===== config.mk =====
export PLATFORM = sky130hd
export DESIGN_NAME = square_chan_gen_flat
export DESIGN_NICKNAME = d
export VERILOG_FILES = /design/src/rtl/square_chan_gen_if.sv /design/src/rtl/square_chan_gen.sv /design/src/flat_wrapper.sv
export SDC_FILE = /design/constraint.sdc
export NUM_CORES = 1
export LEC_CHECK = 0
export CAP_MARGIN = 10
export CORE_UTILIZATION = 61
export CTS_CLUSTER_DIAMETER = 200
export CTS_CLUSTER_SIZE = 28
export DETAILED_ROUTE_END_ITERATION = 7
export GPL_TIMING_DRIVEN = 0
export PLACE_DENSITY = 0.81
export SLEW_MARGIN = 20
export SYNTH_ARGS = -nofsm -noshare
export SYNTH_HDL_FRONTEND = slang
export SYNTH_SLANG_ARGS = --single-unit

===== constraint.sdc =====
create_clock -name ACLK -period 3.9 [get_ports ACLK]
set_clock_uncertainty 0.15 [all_clocks]
set_input_delay 0.975 -clock ACLK [delete_from_list [all_inputs] [get_ports ACLK]]
set_output_delay 0.975 -clock ACLK [all_outputs]
set_load 0.01 [all_outputs]

===== src/rtl/square_chan_gen_if.sv =====
// Register-write, frame-tick and output bundle for one square_chan_gen pulse channel.
// master drives the writes and ticks; slave is the channel itself.
interface square_chan_gen_if;
   logic [7:0] DB;
   logic       WR0;
   logic       WR1;
   logic       WR2;
   logic       WR3;
   logic       WR4;
   logic       nLFO1;
   logic       nLFO2;
   logic       NOSQ;
   logic       LOCK;
   logic       SQ_LC;
   logic [3:0] SQ_Out;

   modport master (
      output DB, WR0, WR1, WR2, WR3, WR4, nLFO1, nLFO2, NOSQ, LOCK,
      input  SQ_LC, SQ_Out
   );

   modport slave (
      input  DB, WR0, WR1, WR2, WR3, WR4, nLFO1, nLFO2, NOSQ, LOCK,
      output SQ_LC, SQ_Out
   );
endinterface


===== src/rtl/square_chan_gen.sv =====
// 2A03-style pulse channel: period timer, duty sequencer, sweep, envelope, gated 4-bit output.
// Define SQGEN_LENGTH_EN to build the length counter; otherwise SQ_LC simply follows !NOSQ.
module square_chan_gen #(
   parameter int unsigned TIMER_W  = 11,
   parameter int unsigned NEG_MODE = 0,
   parameter int unsigned MUTE_MIN = 8
) (
   input  logic             ACLK,
   input  logic             n_RES,
   square_chan_gen_if.slave bus
);

   localparam logic [TIMER_W-1:0] MuteMin = TIMER_W'(MUTE_MIN);
   localparam logic [TIMER_W-1:0] HiMask  = ~TIMER_W'(11'h7FF);
   localparam logic [TIMER_W:0]   SubBias = (TIMER_W+1)'(NEG_MODE == 0);

`ifdef SQGEN_LENGTH_EN
   localparam logic [7:0] LenTab [32] = '{
      8'd10,  8'd254, 8'd20, 8'd2,  8'd40, 8'd4,  8'd80, 8'd6,
      8'd160, 8'd8,   8'd60, 8'd10, 8'd14, 8'd12, 8'd26, 8'd14,
      8'd12,  8'd16,  8'd24, 8'd18, 8'd48, 8'd20, 8'd96, 8'd22,
      8'd192, 8'd24,  8'd72, 8'd26, 8'd16, 8'd28, 8'd32, 8'd30
   };
   logic [7:0] len_q, len_d;
`endif

   logic [1:0]         duty_q, duty_d;
   logic               loop_q, loop_d, const_q, const_d;
   logic [3:0]         env_v_q, env_v_d;
   logic               sw_en_q, sw_en_d, neg_q, neg_d, reload_q, reload_d;
   logic [2:0]         sper_q, sper_d, sh_q, sh_d, div_q, div_d, step_q, step_d;
   logic [TIMER_W-1:0] per_q, per_d, tmr_q, tmr_d;
   logic               start_q, start_d;
   logic [3:0]         decay_q, decay_d, ediv_q, ediv_d;
   logic               sq_lc_q, sq_lc_d;
   logic [3:0]         sq_out_q, sq_out_d;

   logic [TIMER_W-1:0] shift_w, target_w;
   logic [TIMER_W:0]   add_w, sub_w;
   logic               mute, half, quarter, duty_bit;
   logic [7:0]         duty_pat;

   assign half    = !bus.nLFO2;
   assign quarter = !bus.nLFO1;

   // Sweep target; ones' complement mode subtracts an extra 1, clamped at zero.
   assign shift_w  = per_q >> sh_q;
   assign add_w    = {1'b0, per_q} + {1'b0, shift_w};
   assign sub_w    = {1'b0, per_q} - {1'b0, shift_w} - SubBias;
   assign target_w = !neg_q ? add_w[TIMER_W-1:0] : (sub_w[TIMER_W] ? '0 : sub_w[TIMER_W-1:0]);
   assign mute     = (per_q < MuteMin) | (!neg_q & add_w[TIMER_W]);

   // Patterns stored LSB = step 0.
   always_comb begin
      duty_pat = 8'b0000_0010;
      case (duty_q)
         2'b00:   duty_pat = 8'b0000_0010;
         2'b01:   duty_pat = 8'b0000_0110;
         2'b10:   duty_pat = 8'b0001_1110;
         default: duty_pat = 8'b1111_1001;
      endcase
      duty_bit = duty_pat[step_q];
   end

   always_comb begin
      {duty_d, loop_d, const_d, env_v_d} = {duty_q, loop_q, const_q, env_v_q};
      {sw_en_d, sper_d, neg_d, sh_d}     = {sw_en_q, sper_q, neg_q, sh_q};
      reload_d = reload_q;
      div_d    = div_q;
      per_d    = per_q;
      tmr_d    = tmr_q;
      step_d   = step_q;
      start_d  = start_q;
      decay_d  = decay_q;
      ediv_d   = ediv_q;

      if (bus.WR0) {duty_d, loop_d, const_d, env_v_d} = bus.DB;
      if (bus.WR1) {sw_en_d, sper_d, neg_d, sh_d} = bus.DB;

      if (tmr_q == '0) begin
         tmr_d  = per_q;
         step_d = step_q + 3'd1;
      end else begin
         tmr_d  = tmr_q - 1'b1;
      end
      if (bus.WR3) step_d = '0;

      // The tick sees the pre-write sweep fields; a coinciding WR1 re-arms reload afterwards.
      if (half) begin
         if (div_q == '0 && sw_en_q && sh_q != '0 && !mute) per_d = target_w;
         if (div_q == '0 || reload_q) begin
            div_d    = sper_q;
            reload_d = 1'b0;
         end else begin
            div_d    = div_q - 3'd1;
         end
      end
      if (bus.WR1) reload_d = 1'b1;

      if (bus.WR2 || bus.WR3 || bus.WR4) per_d = per_q;
      if (bus.WR2) per_d[7:0] = bus.DB;
      if (bus.WR3) per_d[10:8] = bus.DB[2:0];
      if (bus.WR4) per_d = (per_d & ~HiMask) | (TIMER_W'({bus.DB, 11'b0}) & HiMask);

      if (quarter) begin
         if (start_q) begin
            start_d = 1'b0;
            decay_d = 4'hF;
            ediv_d  = env_v_q;
         end else if (ediv_q == '0) begin
            ediv_d = env_v_q;
            if (decay_q != '0) decay_d = decay_q - 4'd1;
            else if (loop_q)   decay_d = 4'hF;
         end else begin
            ediv_d = ediv_q - 4'd1;
         end
      end
      if (bus.WR3) start_d = 1'b1;

`ifdef SQGEN_LENGTH_EN
      len_d = len_q;
      if (bus.WR3)                            len_d = LenTab[bus.DB[7:3]];
      else if (half && len_q != '0 && !loop_q) len_d = len_q - 8'd1;
      if (bus.NOSQ) len_d = '0;
      sq_lc_d = (len_q != '0);
`else
      sq_lc_d = !bus.NOSQ;
`endif

      sq_out_d = (duty_bit && !mute && sq_lc_q && !bus.NOSQ && !bus.LOCK)
                 ? (const_q ? env_v_q : decay_q) : 4'd0;
   end

   always_ff @(posedge ACLK or negedge n_RES) begin
      if (!n_RES) begin
         {duty_q, loop_q, const_q, env_v_q} <= '0;
         {sw_en_q, sper_q, neg_q, sh_q}     <= '0;
         reload_q <= 1'b0;
         div_q    <= '0;
         per_q    <= '0;
         tmr_q    <= '0;
         step_q   <= '0;
         start_q  <= 1'b0;
         decay_q  <= '0;
         ediv_q   <= '0;
`ifdef SQGEN_LENGTH_EN
         len_q    <= '0;
`endif
         sq_lc_q  <= 1'b0;
         sq_out_q <= '0;
      end else begin
         {duty_q, loop_q, const_q, env_v_q} <= {duty_d, loop_d, const_d, env_v_d};
         {sw_en_q, sper_q, neg_q, sh_q}     <= {sw_en_d, sper_d, neg_d, sh_d};
         reload_q <= reload_d;
         div_q    <= div_d;
         per_q    <= per_d;
         tmr_q    <= tmr_d;
         step_q   <= step_d;
         start_q  <= start_d;
         decay_q  <= decay_d;
         ediv_q   <= ediv_d;
`ifdef SQGEN_LENGTH_EN
         len_q    <= len_d;
`endif
         sq_lc_q  <= sq_lc_d;
         sq_out_q <= sq_out_d;
      end
   end

   assign bus.SQ_LC  = sq_lc_q;
   assign bus.SQ_Out = sq_out_q;

endmodule


===== src/flat_wrapper.sv =====
// flat-port wrapper written by rule: the top's interface ports become plain ports
module square_chan_gen_flat 
#(
   parameter int unsigned TIMER_W  = 11,
   parameter int unsigned NEG_MODE = 0,
   parameter int unsigned MUTE_MIN = 8
)
  (ACLK, n_RES, bus_DB, bus_WR0, bus_WR1, bus_WR2, bus_WR3, bus_WR4, bus_nLFO1, bus_nLFO2, bus_NOSQ, bus_LOCK, bus_SQ_LC, bus_SQ_Out);
  square_chan_gen_if bus_i ();
  input  logic ACLK;
  input  logic n_RES;
  input wire logic [$bits(bus_i.DB)-1:0] bus_DB;
  input wire logic [$bits(bus_i.WR0)-1:0] bus_WR0;
  input wire logic [$bits(bus_i.WR1)-1:0] bus_WR1;
  input wire logic [$bits(bus_i.WR2)-1:0] bus_WR2;
  input wire logic [$bits(bus_i.WR3)-1:0] bus_WR3;
  input wire logic [$bits(bus_i.WR4)-1:0] bus_WR4;
  input wire logic [$bits(bus_i.nLFO1)-1:0] bus_nLFO1;
  input wire logic [$bits(bus_i.nLFO2)-1:0] bus_nLFO2;
  input wire logic [$bits(bus_i.NOSQ)-1:0] bus_NOSQ;
  input wire logic [$bits(bus_i.LOCK)-1:0] bus_LOCK;
  output wire logic [$bits(bus_i.SQ_LC)-1:0] bus_SQ_LC;
  output wire logic [$bits(bus_i.SQ_Out)-1:0] bus_SQ_Out;
  assign bus_i.DB = bus_DB;
  assign bus_i.WR0 = bus_WR0;
  assign bus_i.WR1 = bus_WR1;
  assign bus_i.WR2 = bus_WR2;
  assign bus_i.WR3 = bus_WR3;
  assign bus_i.WR4 = bus_WR4;
  assign bus_i.nLFO1 = bus_nLFO1;
  assign bus_i.nLFO2 = bus_nLFO2;
  assign bus_i.NOSQ = bus_NOSQ;
  assign bus_i.LOCK = bus_LOCK;
  assign bus_SQ_LC = bus_i.SQ_LC;
  assign bus_SQ_Out = bus_i.SQ_Out;
  square_chan_gen #(.TIMER_W(TIMER_W), .NEG_MODE(NEG_MODE), .MUTE_MIN(MUTE_MIN)) u_core (.ACLK(ACLK), .n_RES(n_RES), .bus(bus_i));
endmodule

# Yosys cells after proc, flatten, opt, wreduce, memory -nomap -nowiden
# Cells that the tools add are included.
# word_totals
ff_bits	59
output_inout_bits	5
wordCells	98
# op_classes
add_sub_neg	8
n_lt_le_gt_ge	2
eq_ne	8
n_shift	1
mux	27
n_bitwise	3
n_reduce_logical	30
# ops
cell	count
11-bit two-way mux	6
4-bit two-way mux	8
8-bit one-hot mux with 3 select lines	1
11-bit by 11-bit adder with 12-bit output	1
3-bit two-way mux	4
2-bit inequality test (second input constant)	6
11-bit by 11-bit subtractor with 12-bit output	1
12-bit by 1-bit subtractor with 12-bit output (second input constant)	1
11-bit zero test	1
11-bit by 4-bit < comparator with 1-bit output (second input constant)	1
11-bit by 3-bit >> shifter with 11-bit output	1
11-bit by 1-bit subtractor with 11-bit output (second input constant)	1
2-bit nonzero test	5
3-bit AND reduction	3
8-bit two-way mux	1
4-bit by 1-bit subtractor with 4-bit output (second input constant)	2
1-bit logical AND	7
1-bit two-way mux	6
3-bit nonzero test	2
1-bit zero test	4
4-bit zero test	1
3-bit by 4-bit < comparator with 1-bit output (second input constant)	1
4-bit nonzero test	1
3-bit by 1-bit adder with 3-bit output (second input constant)	1
other kinds (11)	13

# Longest topological paths before layout
# depth
word_depth	10
depth_mapped	16

# Worst setup path after synthesis
# Ideal clock, no wire load.
# synth_timing
kind	flip-flop to flip-flop
start	register u_core.sh_q[1]
end	register u_core.per_q[6]
setup_ns	0.095
t_arrival_ns	3.327
t_required_ns	3.655
setup_slack_ns	0.328
stages_incl_launch_ff	17
path_cell_list	dfrtp_1 -> clkbuf_1 -> clkbuf_1 -> mux2i_1 -> mux2i_1 -> nand2_1 -> o21a_1 -> inv_1 -> ha_1 -> fa_1 -> nor2b_1 -> or3_1 -> a21oi_1 -> o21bai_1 -> xnor2_1 -> o221a_2 -> o31ai_1
# synth_between
elab_chain_cells	9
# synth_lines
element	line_no	text
start, declared	square_chan_gen.sv:31	logic [2:0] sper_q, sper_d, sh_q, sh_d, div_q, div_d, step_q, step_d;
start signal, assigned	square_chan_gen.sv:153	{sw_en_q, sper_q, neg_q, sh_q} <= {sw_en_d, sper_d, neg_d, sh_d};
11-bit by 3-bit >> shifter with 11-bit output	square_chan_gen.sv:47	assign shift_w = per_q >> sh_q;
11-bit by 11-bit subtractor with 12-bit output	square_chan_gen.sv:49	assign sub_w = {1'b0, per_q} - {1'b0, shift_w} - SubBias;
12-bit by 1-bit subtractor with 12-bit output	square_chan_gen.sv:49	
11-bit two-way mux (2 in a row)	square_chan_gen.sv:50	assign target_w = !neg_q ? add_w[TIMER_W-1:0] : (sub_w[TIMER_W] ? '0 : sub_w[TIMER_W-1:0]);
11-bit two-way mux	square_chan_gen.sv:90	if (div_q == '0 && sw_en_q && sh_q != '0 && !mute) per_d = target_w;
11-bit two-way mux	square_chan_gen.sv:89	if (half) begin
11-bit two-way mux	square_chan_gen.sv:100	if (bus.WR2 || bus.WR3 || bus.WR4) per_d = per_q;
8-bit two-way mux	square_chan_gen.sv:101	if (bus.WR2) per_d[7:0] = bus.DB;
end signal, assigned	square_chan_gen.sv:156	per_q <= per_d;
end, declared	square_chan_gen.sv:32	logic [TIMER_W-1:0] per_q, per_d, tmr_q, tmr_d;
# Parallel ways exist; a longest one is shown, timed or not. The select of a mux whose other input is x is not followed.
# A chain may end at the register's enable or synchronous reset.

# Worst setup path in the final report
# layout_timing
start	register u_core.sh_q[1]
end	register u_core.per_q[10]
# layout_between
elab_chain_cells	9
# layout_lines
element	line_no	text
11-bit by 3-bit >> shifter with 11-bit output	square_chan_gen.sv:47	
11-bit by 11-bit subtractor with 12-bit output	square_chan_gen.sv:49	
12-bit by 1-bit subtractor with 12-bit output	square_chan_gen.sv:49	
11-bit two-way mux (2 in a row)	square_chan_gen.sv:50	
11-bit two-way mux	square_chan_gen.sv:90	
11-bit two-way mux	square_chan_gen.sv:89	
11-bit two-way mux	square_chan_gen.sv:100	
3-bit two-way mux	square_chan_gen.sv:102	if (bus.WR3) per_d[10:8] = bus.DB[2:0];
# Parallel ways exist; a longest one is shown, timed or not. The select of a mux whose other input is x is not followed.

==> impl_summary.txt <==
----------------------------------------------------
[Run status]
  Result of the run ... completed

[Die]
  Chip Width ... 85.4 um
  Floorplan Core Area ... 0.00676 mm^2
  Initial Util ... 62.8%
  Die ar. ... 0.00729 mm^2
  Total number of placement rows ... 30
  Die boundary height ... 85.4 um
  IO Count ... 24

[Critical path]
  Ordered cell list for the critical path ... buf_6 -> mux2i_2 -> mux2i_1 -> nand2_1 -> o21a_1 -> inv_1 -> ha_1 -> fa_1 -> nor2b_1 -> or3_1 -> a21oi_2 -> o221ai_1 -> xnor2_1 -> a21boi_0 -> a221oi_1
  Maximum cell stage delay along the critical path ... 0.43 ns
  CP Capture Type ... register
  Critical Path Source Type ... register
  Critical-path maximum fanout ... 10
  CP arrival ... 3.79 ns
  Class of the most critical setup path ... reg2reg
  Data required, critical path ... 3.98 ns
  Library cell contributing the largest single delay on the critical path ... dfrtp_2

[Synth]
  Sequential share of the synthesized area ... 34.8%
  Most frequent cell after synthesis ... dfrtp_1
  Syn_area_per_cell ... 9.10 um^2
  Number of synthesis warnings ... 0
  Post-synth top cells ... dfrtp_1, nor2_1, inv_1
  Synthesized netlist net count ... 518
  Largest cells by area after synthesis ... dfrtp_1, ha_1, mux2i_1, mux2_2, nor2_1
  Gate Count Post-Synth ... 466
  Area share of the largest cell type after synthesis ... 34.8%
  Synthesis-stage register bit count ... 59
  Fraction of registers with async set/reset ... 100%
  Cell area after technology mapping ... 0.00424 mm^2
  Unique cell type count in the Yosys netlist ... 65
  Cell accounting for the most synthesized area ... dfrtp_1
  Number of synthesized flops with an enable pin ... 0
  Most used flip-flop cell after synthesis ... dfrtp_1

[Timing]
  Count of pins over their slew limit ... 0
  Count of final hold-check violations ... 0
  Unrepaired setup endpoints after global routing ... no
  Worst-case headroom to the max-slew limit ... 43.9%
  Slew at the pin with the worst max-slew slack ... 0.821 ns
  Share of the clock period used by the worst path ... 95.3%
  Highest clock frequency the design can meet ... 269 MHz
  # setup viols final ... 0
  Min Clock Period, post-route ... 3.72 ns
  Worst hold margin ... 0.350 ns
  Slack of the critical path ... 0.182 ns

[Cells and area]
  Layout-stage area growth over the synthesis result ... 13.9%
  Number of antenna cells inserted ... 0
  Share of cells above drive strength 1 ... 11.7%
  Number of nets in the layout ... 550
  Fillers ... 503

[Placement]
  Input/output buffers ... 20
  Routability congestion estimate from global placement ... 0.923
  DP Wirelength ... 7.58 mm
  Pre-CTS setup slack ... -0.380 ns

[Clock network]
  Root Buffer Master ... clkbuf_8
  CTS H-tree depth ... 3
  Number of buffers inserted during clock tree synthesis ... 9
  Worst skew pair latency ... 0.34 ns
  Hold_buf cts ... 0
  Total number of clock tree sinks ... 59
  TritonCTS clock tree ... built
  Worst-case clock buffer depth ... 2
  Clk slew on worst S/H paths ... 0.07 ns

[Routing]
  1st-pass router iterations ... 6
  Number of remaining DRC errors ... 0
  Vias per std cell ... 6.34
  Total number of vias ... 3698
  Final ANT Viol Nets ... 0
  DRT Wirelength ... 10.5 mm
  Detailed Route Iter0 Violations ... 243
  Detailed-route wire length per cell ... 18.1 um

[Power and ir drop]
  Power dissipated by switching net loads ... 0.875 mW
  Clock network fraction of total power ... 28.9%
  Switching fraction of total power ... 35.0%
  Part of the total power dissipated in combinational logic ... 36.2%
  Max rail drop VDD ... 0.332 mV
  Share of power burned in registers ... 34.9%
  Internal power ... 1.62 mW
  Power after layout ... 2.50 mW
  Power Dens Cells ... 517 mW/mm^2
  Leakage power summed over all cells ... 2.15 nW

[Global route]
  Pin count of the biggest net entering global routing ... 60
  First-pass GRT wire length ... 17.1 mm
  Initial antenna violation count ... 0
  Global route overflow ... 0
  Vias in the first global route ... 3547
  Total GRT Usage ... 30.5%

[Run]
  Max-cap violation count ... 0

[Min path]
  Class of the worst hold path ... reg2reg

----------------------------------------------------
[area by class of cell]
type | count | area, um^2 | share of cell area (%)
repair buffers | 22 | 213 | 4.40
multi-input cells | 347 | 2530 | 52.4
inverters | 38 | 143 | 2.95
flip-flops and latches | 59 | 1480 | 30.6
clock inverters | 5 | 125 | 2.59
plain buffers | 21 | 111 | 2.30
clock buffers | 11 | 131 | 2.72
well taps | 80 | 100 | 2.07
[logic make-up after synthesis]
kind of cell    count (synthesis)  share of synthesized area (%)
flops                          59                           34.8
compound gates                109                           17.9
xor+xnor                       26                           5.37
mux                            36                           8.96
buf+inv                        60                           5.90
simple gates                  143                           17.0
fa+ha+maj                      33                           10.1
[per-layer routing]
layer  global-route usage, %  vias up  share of wire, %
li1                        -     1724                 -
met1                    39.3     1814                42
met2                    52.3      134                50
met3                    5.84       26               5.5
met4                    8.79        0               1.9
met5                       0        -                 0
[timing repair]
action                     in CTS  in global routing
hold endpoints to repair        0                  0
buffers inserted                0                  2
resized for setup               4                  5
pin swaps                       0                  1
setup endpoints to repair      11                 11
[cell usage in the layout (no fill, tap or decap), drive strengths merged, types with 3 or more instances in the layout]
cell type and n:
a21oi 23, a211oi 4, nor3b 8, mux2 16, dfrtp 59, clkbuf 21
nand2 31, clkdlybuf4s50 19, mux2i 20, xnor2 17, xor2 9, o21a 3
inv 37, nor2 48, o311a 4, nor2b 5, o22ai 5, bufinv 4
a31oi 5, a221o 5, buf 14, nand3 7, a21o 4, nand2b 11
nor3 12, o221ai 4, or3 4, nor4 6, o21ai 25, ha 31
o211ai 3
[registers in the layout, summed over array words and instances, names as in the netlist, 2 cells and up]
name               count
u_core.bus.SQ_Out      4
u_core.sper_q          3
u_core.div_q           3
u_core.decay_q         4
u_core.env_v_q         4
u_core.per_q          11
u_core.step_q          3
u_core.duty_q          2
u_core.tmr_q          11
u_core.sh_q            3
u_core.ediv_q          4
[metrics by stage]
stage          instance area (um^2)  util (%)  instances  setup TNS [ns]
2_1_floorplan                  4240         -        466               0
3_3_place_gp                   4540      67.2        566           -4.27
3_5_place_dp                   4540      67.2        566           -2.26
4_1_cts                        4800      71.1        581               0
5_1_grt                        4830      71.5        583               0
6_report                       4830      71.5        583               0
[power groups by stage]
stage	registers (mW)	clock network [mW]	logic, mW
after floorplan	0.830	0	0.683
after global placement	0.862	0	0.834
after detailed placement	0.870	0	0.869
after CTS	0.865	0.730	0.885
after global routing	0.882	0.759	1.01
final	0.871	0.722	0.905
[final timing paths]
kind | slack [ns] | cells past startpoint | to | from
worst max register to register | 0.18 | 15 | u_core.per_q[10]$_DFFE_PN0P_ | u_core.sh_q[1]$_DFFE_PN0P_
worst min register to register | 0.35 | 2 | u_core.tmr_q[10]$_DFF_PN0_ | u_core.tmr_q[10]$_DFF_PN0_
min in group asynchronous | 0.52 | 1 | u_core.step_q[2]$_DFFE_PN0P_ | n_RES
worst max-delay path | 0.18 | 15 | u_core.per_q[10]$_DFFE_PN0P_ | u_core.sh_q[1]$_DFFE_PN0P_
worst min-delay path | 0.35 | 2 | u_core.tmr_q[10]$_DFF_PN0_ | u_core.tmr_q[10]$_DFF_PN0_
max in group asynchronous | 2.56 | 1 | u_core.sh_q[1]$_DFFE_PN0P_ | n_RES
[worst max-delay path, delay by kind of cell (launching register included)]
| kind | cells | cell delay [ns] |
|---|---|---|
| AOI/OAI and AO/OA | 5 | 1.02 |
| xor gates and xnor gates | 1 | 0.19 |
| adders and majority gates | 2 | 0.61 |
| buffers and inverters | 2 | 0.23 |
| DFF | 1 | 0.43 |
| muxes | 2 | 0.40 |
| and+or+nand+nor | 3 | 0.58 |
Note: power is estimated with default switching activity, not from simulation.
